$ cat src/rtl/hazard_scoreboard_fwd_pkg.sv
// Shared definitions for the decode-stage hazard scoreboard.
//  - RV32 major opcodes recognised by the scoreboard
//  - immediate-select codes (IMM_I .. IMM_CSR)
//  - pending-write entry layout {valid, rd, is_load}
//  - decode helpers: writes_rd / uses_rs1 / uses_rs2 / imm_code
package hazard_scoreboard_fwd_pkg;

  localparam int RD_W = 5;

  localparam logic [6:0] OPC_LUI    = 7'b0110111;
  localparam logic [6:0] OPC_AUIPC  = 7'b0010111;
  localparam logic [6:0] OPC_JAL    = 7'b1101111;
  localparam logic [6:0] OPC_JALR   = 7'b1100111;
  localparam logic [6:0] OPC_BRANCH = 7'b1100011;
  localparam logic [6:0] OPC_LOAD   = 7'b0000011;
  localparam logic [6:0] OPC_STORE  = 7'b0100011;
  localparam logic [6:0] OPC_OPIMM  = 7'b0010011;
  localparam logic [6:0] OPC_OP     = 7'b0110011;
  localparam logic [6:0] OPC_SYSTEM = 7'b1110011;

  typedef enum logic [2:0] {
    IMM_I   = 3'd0,
    IMM_S   = 3'd1,
    IMM_B   = 3'd2,
    IMM_U   = 3'd3,
    IMM_J   = 3'd4,
    IMM_CSR = 3'd5
  } imm_sel_e;

  typedef struct packed {
    logic            valid;
    logic [RD_W-1:0] rd;
    logic            is_load;
  } entry_t;

  function automatic logic writes_rd(input logic [6:0] opc);
    case (opc)
      OPC_OP, OPC_OPIMM, OPC_LOAD, OPC_JALR,
      OPC_JAL, OPC_AUIPC, OPC_LUI, OPC_SYSTEM: writes_rd = 1'b1;
      default:                                 writes_rd = 1'b0;
    endcase
  endfunction

  // CSR immediate forms (funct3[2]=1) carry a zimm in the rs1 field.
  function automatic logic uses_rs1(input logic [6:0] opc, input logic f3_msb);
    case (opc)
      OPC_OP, OPC_OPIMM, OPC_LOAD, OPC_JALR,
      OPC_STORE, OPC_BRANCH: uses_rs1 = 1'b1;
      OPC_SYSTEM:            uses_rs1 = ~f3_msb;
      default:               uses_rs1 = 1'b0;
    endcase
  endfunction

  function automatic logic uses_rs2(input logic [6:0] opc);
    case (opc)
      OPC_OP, OPC_STORE, OPC_BRANCH: uses_rs2 = 1'b1;
      default:                       uses_rs2 = 1'b0;
    endcase
  endfunction

  function automatic logic [2:0] imm_code(input logic [6:0] opc);
    case (opc)
      OPC_STORE:           imm_code = IMM_S;
      OPC_BRANCH:          imm_code = IMM_B;
      OPC_LUI, OPC_AUIPC:  imm_code = IMM_U;
      OPC_JAL:             imm_code = IMM_J;
      OPC_SYSTEM:          imm_code = IMM_CSR;
      default:             imm_code = IMM_I;
    endcase
  endfunction

endpackage

$ cat src/rtl/hazard_scoreboard_fwd_pending_write_pipe.sv
// Pending-write shift register for the hazard scoreboard.
//  clk, rst_n      clock, asynchronous active-low reset (entries -> invalid)
//  hold_i          freeze every stage
//  new_entry_i     entry loaded into stage 0 (caller forms bubbles)
//  valid_o         per-stage valid, bit i = stage i (0 = youngest)
//  rd_o            per-stage destination, stage i at [i*5 +: 5]
//  is_load_o       per-stage load flag
module hazard_scoreboard_fwd_pending_write_pipe
  import hazard_scoreboard_fwd_pkg::*;
#(
  parameter int NUM_FWD_STAGES = 2
) (
  input  logic                           clk,
  input  logic                           rst_n,
  input  logic                           hold_i,
  input  entry_t                         new_entry_i,
  output logic [NUM_FWD_STAGES-1:0]      valid_o,
  output logic [NUM_FWD_STAGES*RD_W-1:0] rd_o,
  output logic [NUM_FWD_STAGES-1:0]      is_load_o
);

  entry_t stage_q [NUM_FWD_STAGES];
  entry_t stage_d [NUM_FWD_STAGES];

  always_comb begin
    for (int i = 0; i < NUM_FWD_STAGES; i++) begin
      stage_d[i] = stage_q[i];
    end
    if (!hold_i) begin
      stage_d[0] = new_entry_i;
      for (int i = 1; i < NUM_FWD_STAGES; i++) begin
        stage_d[i] = stage_q[i-1];
      end
    end
  end

  always_ff @(posedge clk or negedge rst_n) begin
    if (!rst_n) begin
      for (int i = 0; i < NUM_FWD_STAGES; i++) begin
        stage_q[i] <= '0;
      end
    end else begin
      for (int i = 0; i < NUM_FWD_STAGES; i++) begin
        stage_q[i] <= stage_d[i];
      end
    end
  end

  always_comb begin
    for (int i = 0; i < NUM_FWD_STAGES; i++) begin
      valid_o[i]              = stage_q[i].valid;
      rd_o[i*RD_W +: RD_W]    = stage_q[i].rd;
      is_load_o[i]            = stage_q[i].is_load;
    end
  end

endmodule

$ cat src/rtl/hazard_scoreboard_fwd.sv
// Decode-stage hazard unit: tracks in-flight register writes, drives
// operand forward selects, immediate select and branch flag, and stalls
// decode on load-use hazards.
//  clk, rst_n    clock, asynchronous active-low reset
//  dec_valid     decode holds a valid instruction
//  dec_inst      decode instruction word
//  flush         decode instruction killed this cycle
//  hold          memory stall, scoreboard frozen
//  dec_ready     decode instruction issues this cycle
//  rs1_fwd_sel   0 = regfile, k = stage NUM_FWD_STAGES-k
//  rs2_fwd_sel   as rs1_fwd_sel
//  imm_sel       0=I,1=S,2=B,3=U,4=J,5=CSR
//  is_br         conditional branch in decode
//  stall_cnt, fwd_cnt  performance counters, present only with HAZARD_PERF_EN
module hazard_scoreboard_fwd
  import hazard_scoreboard_fwd_pkg::*;
#(
  parameter  int NUM_FWD_STAGES = 2,
  parameter  int LOAD_FWD_STAGE = 1,
  localparam int SEL_W          = $clog2(NUM_FWD_STAGES + 1)
) (
  input  logic              clk,
  input  logic              rst_n,
  input  logic              dec_valid,
  input  logic [31:0]       dec_inst,
  input  logic              flush,
  input  logic              hold,
  output logic              dec_ready,
  output logic [SEL_W-1:0]  rs1_fwd_sel,
  output logic [SEL_W-1:0]  rs2_fwd_sel,
  output logic [2:0]        imm_sel,
  output logic              is_br
`ifdef HAZARD_PERF_EN
  ,
  output logic [31:0]       stall_cnt,
  output logic [31:0]       fwd_cnt
`endif
);

  logic [6:0]      opc;
  logic [RD_W-1:0] rd, rs1, rs2;
  logic            use1, use2;
  logic            ld1, ld2, load_use;
  logic [NUM_FWD_STAGES-1:0]      st_valid, st_load;
  logic [NUM_FWD_STAGES*RD_W-1:0] st_rd;
  entry_t          new_entry;
  logic            unused_inst;

  assign opc = dec_inst[6:0];
  assign rd  = dec_inst[11:7];
  assign rs1 = dec_inst[19:15];
  assign rs2 = dec_inst[24:20];
  assign unused_inst = ^{dec_inst[31:25], dec_inst[13:12]};

  assign use1 = uses_rs1(opc, dec_inst[14]);
  assign use2 = uses_rs2(opc);

  // Scan oldest to youngest so the youngest matching stage overrides.
  always_comb begin
    rs1_fwd_sel = '0;
    rs2_fwd_sel = '0;
    ld1 = 1'b0;
    ld2 = 1'b0;
    for (int i = NUM_FWD_STAGES - 1; i >= 0; i--) begin
      if (use1 && st_valid[i] && st_rd[i*RD_W +: RD_W] == rs1) begin
        rs1_fwd_sel = SEL_W'(NUM_FWD_STAGES - i);
        ld1 = st_load[i] && (i < LOAD_FWD_STAGE);
      end
      if (use2 && st_valid[i] && st_rd[i*RD_W +: RD_W] == rs2) begin
        rs2_fwd_sel = SEL_W'(NUM_FWD_STAGES - i);
        ld2 = st_load[i] && (i < LOAD_FWD_STAGE);
      end
    end
  end

  assign load_use  = ld1 | ld2;
  assign dec_ready = dec_valid & ~hold & ~flush & ~load_use;
  assign imm_sel   = imm_code(opc);
  assign is_br     = (opc == OPC_BRANCH);

  // x0 writes and non-issuing cycles enter the pipe as bubbles.
  always_comb begin
    new_entry.valid   = dec_ready & writes_rd(opc) & (rd != '0);
    new_entry.rd      = rd;
    new_entry.is_load = (opc == OPC_LOAD);
  end

  hazard_scoreboard_fwd_pending_write_pipe #(
    .NUM_FWD_STAGES (NUM_FWD_STAGES)
  ) u_pipe (
    .clk         (clk),
    .rst_n       (rst_n),
    .hold_i      (hold),
    .new_entry_i (new_entry),
    .valid_o     (st_valid),
    .rd_o        (st_rd),
    .is_load_o   (st_load)
  );

`ifdef HAZARD_PERF_EN
  logic [31:0] stall_cnt_q, fwd_cnt_q;

  always_ff @(posedge clk or negedge rst_n) begin
    if (!rst_n) begin
      stall_cnt_q <= '0;
      fwd_cnt_q   <= '0;
    end else begin
      if (dec_valid && load_use && !hold) begin
        stall_cnt_q <= stall_cnt_q + 32'd1;
      end
      if (dec_ready && (rs1_fwd_sel != '0 || rs2_fwd_sel != '0)) begin
        fwd_cnt_q <= fwd_cnt_q + 32'd1;
      end
    end
  end

  assign stall_cnt = stall_cnt_q;
  assign fwd_cnt   = fwd_cnt_q;
`endif

endmodule

$ cat config.mk
export PLATFORM = sky130hd
export DESIGN_NAME = hazard_scoreboard_fwd
export DESIGN_NICKNAME = d
export VERILOG_FILES = /design/src/rtl/hazard_scoreboard_fwd_pkg.sv /design/src/rtl/hazard_scoreboard_fwd_pending_write_pipe.sv /design/src/rtl/hazard_scoreboard_fwd.sv
export SDC_FILE = /design/constraint.sdc
export NUM_CORES = 1
export LEC_CHECK = 0
export CAP_MARGIN = 25
export CORE_ASPECT_RATIO = 0.9
export CORE_UTILIZATION = 38
export CTS_BUF_LIST = sky130_fd_sc_hd__clkbuf_16
export DETAILED_ROUTE_END_ITERATION = 10
export HOLD_SLACK_MARGIN = 0.15
export MAX_ROUTING_LAYER = met4
export PLACE_DENSITY = 0.75
export SYNTH_ARGS = -nofsm -noshare
export SYNTH_HDL_FRONTEND = slang
export SYNTH_SLANG_ARGS = --single-unit
$ cat constraint.sdc
create_clock -name clk -period 2.86 [get_ports clk]
set_input_delay 0.572 -clock clk [delete_from_list [all_inputs] [get_ports clk]]
set_output_delay 0.572 -clock clk [all_outputs]
set_load 0.02 [all_outputs]
## Word level (Yosys, flattened, before mapping)

Index checks and enable logic that the tools add are counted.

| word-level totals | value |
|---|---|
| register bits after elaboration | 13 |
| logic and storage cells | 52 |
| output and inout bits | 9 |
| input port bits | 37 |

| cells by class | value |
|---|---|
| equal/unequal tests | 14 |
| reduce and logical (&&, ||, !) cells | 13 |
| bitwise gates (word level) | 10 |
| multiplexer cells | 10 |

Operators with widths:

| operator | count |
|---|---|
| equality test 7 bit (second input constant) | 4 |
| equality test 7 x 6 -> 1 bit (second input constant) | 3 |
| equality test 5 bit | 4 |
| case mux 3 bit (5 select lines) | 1 |
| equality test 7 x 5 -> 1 bit (second input constant) | 2 |
| logical AND 1 bit | 8 |
| OR reduction 8 bit | 1 |
| equality test 7 x 2 -> 1 bit (second input constant) | 1 |
| 2-to-1 mux 1 bit | 6 |
| OR reduction 6 bit | 1 |
| bitwise AND 1 bit | 5 |
| nonzero test 5 bit | 1 |
| 2-to-1 mux 2 bit | 2 |
| NOT 1 bit | 4 |
| OR reduction 3 bit | 1 |
| case mux 1 bit (2 select lines) | 1 |
| OR reduction 2 bit | 1 |
| OR 1 bit | 1 |

## Logic depth before layout (Yosys ltp)

Gate-level depths: netlist of run 1.

| logic depth | value |
|---|---|
| depth after elaboration | 11 |
| gate-level depth with buffers | 6 |
| depth with buffers taken out | 5 |

## Modules after synthesis

A second synthesis of run 1 with hierarchy kept.

| unflattened totals | value |
|---|---|
| cells, all modules | 98 |
| area, all modules | 1041.0 sq um |

By module, submodules not included:

| module | sequential area each (sq um) | cells each | area each (sq um) | times used |
|---|---|---|---|---|
| hazard_scoreboard_fwd | 0.0 | 69 | 521.8 | 1 |
| hazard_scoreboard_fwd_pending_write_pipe | 350.3 | 29 | 519.2 | 1 |

## Worst setup path before layout of run 1

OpenSTA, ideal clock, no wires.

| timing | value |
|---|---|
| kind | input-to-output |
| start point | input dec_inst[2] |
| end point | output rs2_fwd_sel[0] |
| cell stages on the path | 4 |
| arrival | 1.718 ns |
| buffers on the path | 1 |
| data required time | 2.288 ns |
| path slack | 0.570 ns |
| cell sequence | buf_2 nor2b_4 nand3_4 nor4_1 |

| between the ends | value |
|---|---|
| cells in the longest elaborated chain, start to end | 7 |
| elaborated cells between the ends (all ways) | 11 |
| classes of those cells | eq/ne (3); mux (3); reduce/logical (5) |

RTL lines:

| element | line | RTL |
|---|---|---|
| start, declared | hazard_scoreboard_fwd.sv:25 | `input logic [31:0] dec_inst,` |
| equality test 7 bit or equality test 7 x 6 -> 1 bit (tied branches) | hazard_scoreboard_fwd_pkg.sv:55 | `case (opc)` |
| OR reduction 3 bit * | hazard_scoreboard_fwd_pkg.sv:55 |  |
| 2-to-1 mux 1 bit * | hazard_scoreboard_fwd_pkg.sv:55 |  |
| logical AND 1 bit (2 in series) | hazard_scoreboard_fwd.sv:69 | `if (use2 && st_valid[i] && st_rd[i*RD_W +: RD_W] == rs2) begin` |
| 2-to-1 mux 1 bit | hazard_scoreboard_fwd.sv:69 |  |
| 2-to-1 mux 2 bit * | hazard_scoreboard_fwd.sv:69 |  |
| end, declared | hazard_scoreboard_fwd.sv:30 | `output logic [SEL_W-1:0] rs2_fwd_sel,` |

Mark *: on every way between the ends. The rest lies on a longest branch, timed or not.

## Worst setup path after layout of run 1

| timing | value |
|---|---|
| start point | input dec_inst[19] |
| end point | output rs1_fwd_sel[0] |

| between the ends | value |
|---|---|
| cells in the longest elaborated chain, start to end | 4 |
| elaborated cells between the ends (all ways) | 6 |
| classes of those cells | eq/ne (2); mux (2); reduce/logical (2) |

RTL lines:

| element | line | RTL |
|---|---|---|
| equality test 5 bit | hazard_scoreboard_fwd.sv:65 | `if (use1 && st_valid[i] && st_rd[i*RD_W +: RD_W] == rs1) begin` |
| logical AND 1 bit | hazard_scoreboard_fwd.sv:65 |  |
| 2-to-1 mux 1 bit | hazard_scoreboard_fwd.sv:65 |  |
| 2-to-1 mux 2 bit * | hazard_scoreboard_fwd.sv:65 |  |
| end, declared | hazard_scoreboard_fwd.sv:29 | `output logic [SEL_W-1:0] rs1_fwd_sel,` |

Marked as above.

==> results of run 1 <==
[metrics by stage]
step           total power [uW]  hold slack (ps)   util
2_1_floorplan               312              276      -
3_3_place_gp                387              475  0.594
3_5_place_dp                393              525  0.594
4_1_cts                     657              535  0.626
5_1_grt                     681              557  0.628
6_report                    650              536  0.628
[cell families after synthesis]
| kind of cell | synth area share |
|---|---|
| compound gates | 0.0782 |
| xor+xnor | 0.177 |
| buf+inv | 0.0265 |
| flops | 0.328 |
| mux | 0.135 |
| simple gates | 0.256 |
[Yosys cell counts (2+ instances only)]
cell type / count / area [um2]
buf_2: 3 / 15.0
xor2_1: 4 / 35.0
nor2_1: 13 / 48.8
a21oi_1: 4 / 20.0
nor4_1: 2 / 12.5
o21ai_0: 2 / 10.0
nand3b_1: 2 / 15.0
mux2_2: 11 / 124
nand4_1: 4 / 25.0
a31oi_1: 2 / 12.5
xnor2_1: 16 / 140
dfrtp_1: 13 / 325
nand2_1: 9 / 33.8
nor2b_4: 2 / 27.5
nand3_1: 3 / 15.0
[sequential cells by signal, summed over array words and instances, names as in the netlist]
| name | flops |
|---|---|
| u_pipe.is_load_o | 1 |
| u_pipe.rd_o | 10 |
| u_pipe.valid_o | 2 |
[power groups by stage]
| stage | Clock, uW | Combinational [uW] | Sequential (uW) |
|---|---|---|---|
| 4_1_cts | 260 | 172 | 225 |
| 3_5_place_dp | 0 | 166 | 227 |
| 6_report | 256 | 170 | 225 |
| 2_1_floorplan | 0 | 89.1 | 223 |
| 3_3_place_gp | 0 | 162 | 225 |
| 5_1_grt | 271 | 183 | 227 |
[metal layers]
| layer | vias to the layer above | global-route usage | share of wire |
|---|---|---|---|
| li1 | 465 | - | - |
| met1 | 468 | 0.228 | 0.41 |
| met2 | 32 | 0.404 | 0.54 |
| met3 | 0 | 0.0412 | 0.048 |
| met4 | 0 | 0.0488 | 0 |
| met5 | - | - | 0 |
[cells in the final DEF (no fill, tap or decap), drive strengths merged, types with 2 or more instances in the layout]
cell type / synthesis / routed
clkdlybuf4s50: 0 / 27
a31oi: 2 / 2
a21oi: 4 / 4
mux2: 11 / 11
nor4: 2 / 2
o21ai: 3 / 3
nor2: 13 / 13
nand2: 9 / 9
nand4: 4 / 4
dfrtp: 13 / 13
xor2: 4 / 4
dlygate4sd2: 0 / 4
nand3: 4 / 4
nor3: 3 / 3
xnor2: 16 / 16
buf: 4 / 14
nor2b: 2 / 2
dlymetal6s2s: 0 / 3
nand3b: 2 / 2
clkbuf: 1 / 4
[final timing paths]
check	end	slack, ps	depth (start not counted)
hold / removal	u_pipe.is_load_o[0]$_DFFE_PN0N_	540	2
max in group asynchronous	u_pipe.valid_o[0]$_DFFE_PN0N_	1770	1
setup reg to reg	u_pipe.valid_o[0]$_DFFE_PN0N_	1400	5
hold reg to reg	u_pipe.is_load_o[0]$_DFFE_PN0N_	540	2
min in group asynchronous	u_pipe.is_load_o[0]$_DFFE_PN0N_	710	1
setup / recovery	rs1_fwd_sel[0]	60	6
[critical path, stage by stage]
cell             delay [ps]
clkdlybuf4s50_1         440
xor2_1                  190
nor4_2                  340
nand3_1                 140
nor3_1                  180
dlygate4sd2_1           360
[final cells by class]
class / instances / share of cell area
multi-input combinational: 86 / 0.418
timing repair buffer: 50 / 0.299
sequential: 13 / 0.210
clock buffer: 3 / 0.0485
tap: 28 / 0.0226
clock inverter: 1 / 0.00242
[timing repair]
item,CTS,global route
pin swaps,0,1
endpoints found under the setup margin,6,5
resized for setup,8,5
endpoints found under the hold margin,0,0
==> impl_metrics.env, run 1 <==
export IMPL_core_area_mm2=0.00247
export IMPL_synth_ff_type="dfrtp_1"
export IMPL_grt_use_total=0.212
export IMPL_wl_mm=2.66
export IMPL_run_status="finished, final reports clean"
export IMPL_antenna_left=0
export IMPL_regArea_um2=325
export IMPL_finalHoldViolCount=0
export IMPL_yosysWarnings=0
export IMPL_dieWidth_um=55.9
export IMPL_p_leak_uw=0.000676
export IMPL_p_switching_uw=163
export IMPL_crit_fanout=2
export IMPL_cts_root_buffer="clkbuf_16"
export IMPL_swShare=0.251
export IMPL_via_count=965
export IMPL_dpl_hpwl_mm=2.10
export IMPL_worst_slack_ps=56.6
export IMPL_ys_seq_area_frac=0.328
export IMPL_port_buffers=36
export IMPL_max_freq_mhz=357
export IMPL_synth_seq_cells=13
export IMPL_synth_area_um2=992
export IMPL_pwr_share_seq=0.346
export IMPL_internal_power_uw=487
export IMPL_critPathCaptureType="output port"
export IMPL_required_ps=2290
export IMPL_clk_latency_ps=240
export IMPL_min_period_ps=2800
export IMPL_cellPowerDensity_mw_per_mm2=420
export IMPL_areaGrowthSynthToFinish_pct=56.1
export IMPL_fin_cells=181
export IMPL_vias_per_cell=5.33
export IMPL_antenna_cells=0
export IMPL_cts_sinks=13
export IMPL_max_vdd_ir_drop_v=0.000366
export IMPL_maxSlewHeadroom=0.612
export IMPL_start_util=0.402
export IMPL_drc_errors=0
export IMPL_setup_viol=0
export IMPL_setup_worst_path_start="dec_inst[19]"
export IMPL_dp_cells=177
export IMPL_cts_tree="yes"
export IMPL_multi_input_area_um2=647
export IMPL_crit_arrival_ps=2230
export IMPL_wire_per_inst_um=14.7
export IMPL_synth_cells=104
export IMPL_reg2reg_from="u_pipe.rd_o[4]$_DFFE_PN0N_"
export IMPL_synthArstFlopShare=1.00
export IMPL_rsz0062_at_grt="false"
export IMPL_grt_ovfl_total=0
export IMPL_syn_nets=141
export IMPL_row_count=17
export IMPL_n_fill_cell=219
export IMPL_antenna_found_initial=0
export IMPL_first_iter_violations=36
export IMPL_drtPass1Iterations=5
export IMPL_worstHoldPathType="flop to flop"
export IMPL_place_congestion=0.828
export IMPL_max_slew_worst_pin_slew_ps=580
export IMPL_finClkSkew_ps=3.23
export IMPL_start_kind="input pin"
export IMPL_clk_pin_slew_ps=40
export IMPL_postCtsSetupRepairBufs=0
export IMPL_final_net_count=191
export IMPL_cap_violations=0
export IMPL_grt_pass1_wl_mm=4.41
export IMPL_clockBufferDepth=2
export IMPL_pwr_share_comb=0.261
export IMPL_ioPinCount=46
export IMPL_setup_tns_ps=0
export IMPL_drv_slew=0
export IMPL_placed_area_mm2=0.00147
export IMPL_critPathKind="input pin to output port"
export IMPL_drive_gt1_frac=0.242
export IMPL_synth_cell_types=29
export IMPL_synth_edff_count=0
export IMPL_clockPowerShare=0.393
export IMPL_syn_area_per_cell_um2=9.54
export IMPL_hold_buffers=0
export IMPL_hp_start="u_pipe.is_load_o[0]$_DFFE_PN0N_"
export IMPL_grt_max_degree=15
export IMPL_design_area_mm2=0.00155
export IMPL_cts_inserted_buffers=3
export IMPL_pre_cts_slack_ps=-224
export IMPL_die_area_mm2=0.00282
export IMPL_die_h_um=50.5
export IMPL_htree_levels=1
export IMPL_fin_crit_sh=0.980
export IMPL_grt_pass1_vias=965
(Power assumes the default switching activity.)
==> inputs of run 2 (changes only) <==
Settings changed: SKIP_CTS_REPAIR_TIMING from default to 1.
==> impl_metrics.env, run 2 (synthesized netlist as in run 1, its figures left out) <==
export IMPL_max_vdd_ir_drop_v=0.000370
export IMPL_worst_slack_ps=69.3
export IMPL_max_freq_mhz=358
export IMPL_grt_ovfl_total=0
export IMPL_design_area_mm2=0.00158
export IMPL_largest_reg_flops=10
export IMPL_clk_pin_slew_ps=50
export IMPL_timing_hold_ws_ps=532
export IMPL_final_net_count=192
export IMPL_cp_slowest_stage_delay_ps=440
export IMPL_grt_use_total=0.212
export IMPL_crit_top_cell="buf_4"
export IMPL_setup_viol=0
export IMPL_cts_root_buffer="clkbuf_16"
export IMPL_max_slew_worst_pin_slew_ps=589
export IMPL_core_area_mm2=0.00247
export IMPL_first_iter_violations=25
export IMPL_drv_slew=0
export IMPL_fin_crit_sh=0.976
export IMPL_grt_pass1_wl_mm=4.40
export IMPL_finalHoldViolCount=0
export IMPL_antenna_cells=0
export IMPL_power_uw=656
export IMPL_finClkSkew_ps=4.18
export IMPL_via_count=976
export IMPL_drive_gt1_frac=0.253
export IMPL_crit_fanout=2
export IMPL_start_util=0.402
export IMPL_grt_pass1_vias=961
export IMPL_die_area_mm2=0.00282
export IMPL_die_h_um=50.5
export IMPL_areaGrowthSynthToFinish_pct=59.4
export IMPL_antenna_found_initial=0
export IMPL_cap_violations=0
export IMPL_required_ps=2290
export IMPL_run_status="finished, final reports clean"
export IMPL_crit_chain="clkdlybuf4s50_1, buf_4, xnor2_2, nand4_1, nor3_2, buf_4, o21a_1, nor2_1, clkbuf_2"
export IMPL_fin_cells=182
export IMPL_min_period_ps=2790
export IMPL_critPathCaptureType="output port"
export IMPL_dp_cells=177
export IMPL_cts_tree="yes"
export IMPL_clk_latency_ps=240
export IMPL_drtPass1Iterations=4
export IMPL_layout_common_cells="27 x clkdlybuf4s50_1, 15 x xnor2_1, 15 x buf_4, 13 x nor2_1, 13 x dfrtp_1"
export IMPL_port_buffers=36
export IMPL_crit_arrival_ps=2220
export IMPL_cts_inserted_buffers=3
export IMPL_htree_levels=1
export IMPL_final_common_cell="clkdlybuf4s50_1"
export IMPL_drc_errors=0
export IMPL_p_leak_uw=0.000760
export IMPL_cts_sinks=13
export IMPL_antenna_left=0
export IMPL_place_congestion=0.828
export IMPL_placed_area_mm2=0.00147
export IMPL_row_count=17
export IMPL_start_kind="input pin"
export IMPL_dieWidth_um=55.9
export IMPL_critPathKind="input pin to output port"
export IMPL_vias_per_cell=5.36
export IMPL_grt_max_degree=15
export IMPL_pre_cts_slack_ps=-224
export IMPL_ioPinCount=46
export IMPL_worstHoldPathType="flop to flop"
export IMPL_cellPowerDensity_mw_per_mm2=415
export IMPL_wl_mm=2.71
export IMPL_maxSlewHeadroom=0.606
export IMPL_slowest_stage="clkdlybuf4s50_1"
export IMPL_clockBufferDepth=2
export IMPL_rsz0062_at_grt="false"
export IMPL_dpl_hpwl_mm=2.10
export IMPL_wire_per_inst_um=14.9
==> run 2: final timing paths <==
check | startpoint | to | slack [ps] | cells past startpoint
max in group asynchronous | rst_n | u_pipe.valid_o[0]$_DFFE_PN0N_ | 1770 | 1
min in group asynchronous | rst_n | u_pipe.rd_o[9]$_DFFE_PN0N_ | 710 | 1
min | u_pipe.is_load_o[0]$_DFFE_PN0N_ | u_pipe.is_load_o[0]$_DFFE_PN0N_ | 530 | 2
max | dec_inst[19] | dec_ready | 70 | 9
min reg2reg | u_pipe.is_load_o[0]$_DFFE_PN0N_ | u_pipe.is_load_o[0]$_DFFE_PN0N_ | 530 | 2
max reg2reg | u_pipe.rd_o[3]$_DFFE_PN0N_ | u_pipe.valid_o[0]$_DFFE_PN0N_ | 1350 | 6
==> run 2: cell type report <==
cell class | instances | area (um2)
fillers | 213 | 886
flip-flops and latches | 13 | 325
clock inverters | 1 | 3.75
multi-input cells | 86 | 654
clock buffers | 3 | 75.1
repair buffers | 51 | 488
well taps | 28 | 35.0
==> run 2: routing by layer <==
metal	part of all wire	vias up	global-route usage
met5	0	-	-
met4	0.0052	0	0.0488
met3	0.061	2	0.0412
met2	0.54	43	0.402
met1	0.39	463	0.230
li1	-	468	-
==> run 2: per-stage QoR <==
step / TNS (ps) / utilization
floorplan: 0 / -
global placement: -673 / 0.594
detailed placement: -832 / 0.594
CTS: -1130 / 0.626
global route: 0 / 0.641
finish: 0 / 0.641
==> run 2: where the power goes <==
part           internal (uW)  leakage [uW]  switching, uW  total (uW)
registers                203      0.000159           22.1         225
logic                    102      0.000559           70.1         172
clock network            184     0.0000423           74.8         259
total                    489      0.000760            167         656
==> run 2: critical path: cells and delay by family <==
family,cells,cell delay (ps)
compound gates,1,130
xor+xnor,1,160
buf+inv,4,900
simple gates,3,450
